<file path="src/rtl/rom_burst_reader.sv">
// Burst read master for a registered-output dual-port ROM: reads word pairs per cycle,
// packs them into beats and streams them out through a credit-protected FWFT FIFO.
module rom_burst_reader #(
  parameter int DATA_WIDTH = 8,
  parameter int ADDR_WIDTH = 4,
  parameter int FIFO_DEPTH = 4
) (
  input  logic                    clk,
  input  logic                    reset,
  input  logic                    start,
  input  logic [ADDR_WIDTH-1:0]   start_addr,
  input  logic [ADDR_WIDTH:0]     burst_len,
  output logic                    busy,
  output logic                    done,
  output logic [ADDR_WIDTH-1:0]   rom_addr_a,
  output logic                    rom_read_en_a,
  input  logic [DATA_WIDTH-1:0]   rom_data_a,
  output logic [ADDR_WIDTH-1:0]   rom_addr_b,
  output logic                    rom_read_en_b,
  input  logic [DATA_WIDTH-1:0]   rom_data_b,
  output logic                    out_valid,
  input  logic                    out_ready,
  output logic [2*DATA_WIDTH-1:0] out_data,
  output logic [1:0]              out_keep,
  output logic                    out_last
);

  localparam int PTR_W = (FIFO_DEPTH > 1) ? $clog2(FIFO_DEPTH) : 1;
  localparam int CNT_W = PTR_W + 1;

  typedef enum logic [1:0] {IDLE, READ, DRAIN} state_t;

  typedef struct packed {
    logic                    last;
    logic [1:0]              keep;
    logic [2*DATA_WIDTH-1:0] data;
  } beat_t;

  state_t                state_q, state_d;
  logic [ADDR_WIDTH-1:0] cur_q, cur_d;
  logic [ADDR_WIDTH:0]   rem_q, rem_d;
  logic                  done_zero_q;
  logic                  inflight_q, inflight_hi_q, inflight_last_q;
  logic                  issue, issue_b, issue_last, drain_done;

  beat_t                 fifo_mem [FIFO_DEPTH];
  logic [PTR_W-1:0]      wr_ptr_q, rd_ptr_q;
  logic [CNT_W-1:0]      count_q;
  logic [CNT_W:0]        used_slots;
  logic                  credit_ok, push, pop, fifo_full;
  beat_t                 push_beat, head_beat;

  // Every slot already buffered or about to land from the ROM consumes a credit.
  assign used_slots = {1'b0, count_q} + {{CNT_W{1'b0}}, inflight_q};
  assign credit_ok  = used_slots < (CNT_W+1)'(FIFO_DEPTH);
  assign fifo_full  = count_q == CNT_W'(FIFO_DEPTH);

  // NOTE: every variable gets a default before the case so no latch is inferred.
  always_comb begin
    state_d    = state_q;
    cur_d      = cur_q;
    rem_d      = rem_q;
    issue      = 1'b0;
    issue_b    = 1'b0;
    issue_last = 1'b0;
    drain_done = 1'b0;
    case (state_q)
      IDLE: begin
        if (start) begin
          cur_d = start_addr;
          rem_d = burst_len;
          if (burst_len != '0) state_d = READ;
        end
      end
      READ: begin
        if (credit_ok) begin
          issue      = 1'b1;
          issue_b    = rem_q >= (ADDR_WIDTH+1)'(2);
          issue_last = rem_q <= (ADDR_WIDTH+1)'(2);
          cur_d      = cur_q + ADDR_WIDTH'(2);
          rem_d      = issue_b ? rem_q - (ADDR_WIDTH+1)'(2) : '0;
          if (issue_last) state_d = DRAIN;
        end
      end
      DRAIN: begin
        if (!inflight_q && count_q == '0) begin
          drain_done = 1'b1;
          state_d    = IDLE;
        end
      end
      default: state_d = IDLE;
    endcase
  end

  // NOTE: sequential state uses non-blocking assignments so all registers update together.
  always_ff @(posedge clk or negedge reset) begin
    if (!reset) begin
      state_q         <= IDLE;
      cur_q           <= '0;
      rem_q           <= '0;
      done_zero_q     <= 1'b0;
      inflight_q      <= 1'b0;
      inflight_hi_q   <= 1'b0;
      inflight_last_q <= 1'b0;
    end else begin
      state_q         <= state_d;
      cur_q           <= cur_d;
      rem_q           <= rem_d;
      done_zero_q     <= (state_q == IDLE) && start && (burst_len == '0);
      inflight_q      <= issue;
      inflight_hi_q   <= issue_b;
      inflight_last_q <= issue_last;
    end
  end

  assign busy          = state_q != IDLE;
  assign done          = done_zero_q | drain_done;
  assign rom_read_en_a = issue;
  assign rom_read_en_b = issue_b;
  // Addresses follow cur while busy, so they hold whenever no credit is available.
  assign rom_addr_a    = busy ? cur_q : '0;
  assign rom_addr_b    = busy ? cur_q + ADDR_WIDTH'(1) : '0;

  // ROM data arrives one cycle after issue and is written straight into the FIFO.
  assign push           = inflight_q;
  assign pop            = out_valid & out_ready;
  assign push_beat.last = inflight_last_q;
  assign push_beat.keep = {inflight_hi_q, 1'b1};
  assign push_beat.data = {(inflight_hi_q ? rom_data_b : {DATA_WIDTH{1'b0}}), rom_data_a};

  // NOTE: the storage array has no reset; only pointers and count need a known value.
  always_ff @(posedge clk) begin
    if (push) fifo_mem[wr_ptr_q] <= push_beat;
  end

  always_ff @(posedge clk or negedge reset) begin
    if (!reset) begin
      wr_ptr_q <= '0;
      rd_ptr_q <= '0;
      count_q  <= '0;
    end else begin
      if (push) wr_ptr_q <= wr_ptr_q + PTR_W'(1);
      if (pop)  rd_ptr_q <= rd_ptr_q + PTR_W'(1);
      case ({push, pop})
        2'b10:   count_q <= count_q + CNT_W'(1);
        2'b01:   count_q <= count_q - CNT_W'(1);
        default: count_q <= count_q;
      endcase
    end
  end

  assign head_beat = fifo_mem[rd_ptr_q];
  assign out_valid = count_q != '0;
  assign out_data  = out_valid ? head_beat.data : '0;
  assign out_keep  = out_valid ? head_beat.keep : '0;
  assign out_last  = out_valid ? head_beat.last : 1'b0;

  // The credit scheme must never let a push land on a full FIFO without a pop.
  fifo_no_overflow: assert property (@(posedge clk) disable iff (!reset)
    !(push && fifo_full && !pop));

endmodule
</file>
<file path="config.mk">
export PLATFORM = sky130hd
export DESIGN_NAME = rom_burst_reader
export DESIGN_NICKNAME = d
export VERILOG_FILES = /design/src/rtl/rom_burst_reader.sv
export SDC_FILE = /design/constraint.sdc
export NUM_CORES = 1
export LEC_CHECK = 0
export ABC_CLOCK_PERIOD_IN_PS = 5000
export CORE_UTILIZATION = 55
export DETAILED_ROUTE_END_ITERATION = 8
export GPL_ROUTABILITY_DRIVEN = 0
export GPL_TIMING_DRIVEN = 1
export PLACE_DENSITY = 0.81
export RECOVER_POWER = 100
export SETUP_SLACK_MARGIN = 0.02
export SLEW_MARGIN = 20
export SYNTH_ARGS = -nofsm -noshare
export SYNTH_HDL_FRONTEND = slang
export SYNTH_SLANG_ARGS = --single-unit
</file>
<file path="constraint.sdc">
create_clock -name clk -period 5 [get_ports clk]
set_input_delay 0.5 -clock clk [delete_from_list [all_inputs] [get_ports clk]]
set_output_delay 0.5 -clock clk [all_outputs]
set_load 0.005 [all_outputs]
</file>
==> results.py <==
metrics = {
    "run_status": {
        "outcome": "complete, but fails checks",
        "violations": "max-capacitance violations, max-slew violations",
    },
    "power_and_ir_drop": {
        "total_power_uw": 2940,
        "leakagePower_uw": 0.00176,
        "p_per_area_nw_per_um2": 603,
        "irDropWorstVdd_mv": 0.367,
    },
    "critical_path": {
        "worst_ep_arrival_time_ps": 4090,
        "reg2reg_to": "rem_q[4]",
        "slowest_stage": "a2111oi_1",
        "cpPeakStageDelay_ps": 2260,
        "critPathTopFamily": "compound AO/OA/AOI/OAI gates",
        "reg2regPathDepth": 4,
        "path_cells": "and4_2, a2111oi_1, o21ai_0, a22o_1",
        "crit_fanout": 15,
        "critPathLaunchType": "flip-flop",
        "r2r_slack_ps": 1160,
        "r2r_start": "inflight_q",
        "setup.worst_path.end_class": "flip-flop",
        "crit_required_ps": 5250,
        "criticalPathCategory": "reg -> reg",
        "worst-path-buf-inv": 0,
    },
    "logic_synthesis": {
        "syn_area_um2": 4080,
        "ys_warn_count": 0,
        "synth_seq_cells": 94,
        "synth_cell_types": 40,
        "syn-instance-count": 257,
        "yosysSeqAreaShare_pct": 66.5,
        "syn_avg_cell_area_um2": 15.9,
        "synth_fp_nets": 295,
    },
    "clocking": {
        "clockBufferDepth": 2,
        "cts.sinks": 94,
        "h-tree-depth": 3,
        "cts_buffers": 9,
        "cts_resized": 0,
        "cts_tree": "done",
        "root_buffer": "clkbuf_8",
        "postCtsHoldBufs": 0,
        "postCtsSetupBuffers": 0,
        "clkLatencyLatePin_ps": 360,
        "clk_pin_slew_worst_paths_ps": 90,
    },
    "die": {
        "die_w_um": 88.1,
        "initial_core_util_pct": 56.5,
        "core_um2": 7210,
        "fp.dieH_um": 88.1,
        "ios": 61,
        "rows": 31,
        "dieArea_um2": 7760,
    },
    "timing": {
        "hold_violations": 0,
        "slew_headroom_pct": -90.1,
        "tightestPinTransition_ps": 2840,
        "final.setup.tns_ps": 0,
        "fin_crit_ps": 3840,
        "rsz0062_at_grt": "no",
        "setup_viol": 0,
        "fin_crit_sh_pct": 76.8,
        "clock_skew_ps": 13.5,
        "max_freq_mhz": 260,
        "finalMaxSlewViolations": 16,
        "timing.hold.ws_ps": 366,
    },
    "global_routing": {
        "grt_first_pass_wirelength_mm": 11.3,
        "antenna_found_initial": 0,
        "grt.total_usage_pct": 20.4,
        "grt_overflow_total": 0,
        "grt_max_degree": 24,
        "grt_pass1_vias": 2306,
    },
    "job": {
        "drv_cap": 1,
    },
    "layout": {
        "drive_gt1_share_pct": 13.0,
        "fillers": 511,
        "syn_to_final_growth_pct": 19.8,
        "antenna_cells": 0,
        "nets": 355,
    },
    "drt": {
        "vias": 2295,
        "wirelength_mm": 7.14,
        "drt_first_pass_iters": 4,
        "wl_per_cell_um": 17.0,
        "drc": 0,
        "viasPerCell": 5.45,
        "final_antenna_net_count": 0,
        "dr.first_iter.drc_count": 131,
    },
    "place": {
        "io_buffers": 60,
        "dp_hpwl_mm": 4.72,
    },
    "worst_hold_path": {
        "hp-class": "in -> async",
    },
}
==> cells by family after synthesis <==
kind of cell | share of synthesized area, %
multiplexers | 10.7
XOR/XNOR | 1.72
flip-flops | 66.5
AO/OA/AOI/OAI | 5.18
buffers and inverters | 2.70
AND/OR/NAND/NOR | 10.2
adder cells (fa/ha/maj) | 2.94
==> metrics by stage <==
step,setup slack [ps],cell area (um2),utilization [%],instances
CTS,1660,4930,68.3,421
detailed placement,2070,4740,65.7,405
floorplan,3140,4080,-,257
finish,1160,4890,67.7,421
global route,773,4890,67.7,421
global placement,2110,4740,65.7,405
==> registers in the layout, indices dropped and copies added, names as in the netlist <==
register	cells
inflight_last_q	1
state_q	2
rem_q	5
rd_ptr_q	2
cur_q	4
wr_ptr_q	2
done_zero_q	1
count_q	3
inflight_q	1
fifo_mem	72
inflight_hi_q	1
==> per-layer routing <==
metal	track usage, %	wire, um
met1	24.5	2960
met2	34.0	3570
met3	6.31	439
met4	9.38	164
met5	0	0
==> worst register-to-register path, stage by stage, from the launching register on <==
cell,delay (ps)
dfrtp_1,510
and4_2,290
a2111oi_1,2260
o21ai_0,360
a22o_1,310
==> final cells by class <==
type | instances | area (um2) | area share (%)
sequential | 94 | 2710 | 55.5
multi-input combinational | 140 | 1230 | 25.1
timing repair buffer | 61 | 598 | 12.2
clock buffer | 9 | 124 | 2.54
tap | 99 | 124 | 2.54
clock inverter | 7 | 60.1 | 1.23
inverter | 11 | 41.3 | 0.845
==> placed cells by master, fill, tap and decap left out, types with 8 or more instances in the layout <==
cell,n
and2_0,13
and2_1,18
clkbuf_8,9
clkdlybuf4s50_1,20
dfrtp_1,22
dlygate4sd3_1,39
edfxtp_1,72
ha_1,8
inv_1,11
mux4_2,18
nand2_1,11
nor2_1,17
==> how the worst max path moves through the flow <==
stage / start / to / slack (ps) / cells after the start
floorplan: count_q[0] / count_q[2] / 3140 / 8
global placement: rd_ptr_q[0] / out_last / 2110 / 4
detailed placement: rd_ptr_q[0] / out_data[8] / 2070 / 4
CTS: rd_ptr_q[0] / out_data[8] / 1660 / 4
global route: inflight_q / rem_q[3] / 770 / 4
finish: inflight_q / rem_q[4] / 1160 / 4
==> cell usage after synthesis <==
| master | number | share of area, % |
|---|---|---|
| edfxtp_1 | 72 | 53 |
| and2_1 | 31 | 4.8 |
| buf_4 | 1 | 0.18 |
| ha_1 | 8 | 2.5 |
| clkbuf_1 | 5 | 0.46 |
| xnor2_1 | 3 | 0.64 |
| a2bb2oi_1 | 2 | 0.43 |
| a32o_1 | 1 | 0.25 |
| a21oi_2 | 4 | 0.86 |
| a2111oi_4 | 1 | 0.67 |
| dfrtp_1 | 22 | 13 |
| o21bai_1 | 1 | 0.18 |
| or3_1 | 1 | 0.15 |
| a211oi_1 | 1 | 0.18 |
| nor2_2 | 1 | 0.15 |
| a22o_1 | 2 | 0.43 |
| fa_1 | 1 | 0.49 |
| o31ai_1 | 1 | 0.18 |
| o41ai_2 | 1 | 0.40 |
| nor2_1 | 17 | 1.6 |
| nand3_1 | 2 | 0.25 |
| o21ai_1 | 3 | 0.37 |
| a31o_2 | 1 | 0.21 |
| buf_6 | 2 | 0.55 |
| o21ai_0 | 3 | 0.37 |
| nor3b_1 | 1 | 0.18 |
| mux4_2 | 18 | 9.9 |
| o41ai_1 | 1 | 0.21 |
| buf_2 | 4 | 0.49 |
| inv_1 | 11 | 1.0 |
| nor3_1 | 3 | 0.37 |
| nand2_1 | 11 | 1.0 |
| nand2b_1 | 4 | 0.61 |
| mux2_2 | 1 | 0.28 |
| nor2b_1 | 6 | 0.92 |
| mux2i_1 | 2 | 0.49 |
| a21oi_1 | 1 | 0.12 |
| a31oi_2 | 1 | 0.31 |
| and4_4 | 1 | 0.28 |
| xor2_1 | 5 | 1.1 |
==> report_power, final <==
part	switching [uW]	leakage, uW	internal (uW)
clock	278	0.0000969	191
sequential	203	0.000932	1090
combinational	503	0.000728	675
(Power assumes the default switching activity.)
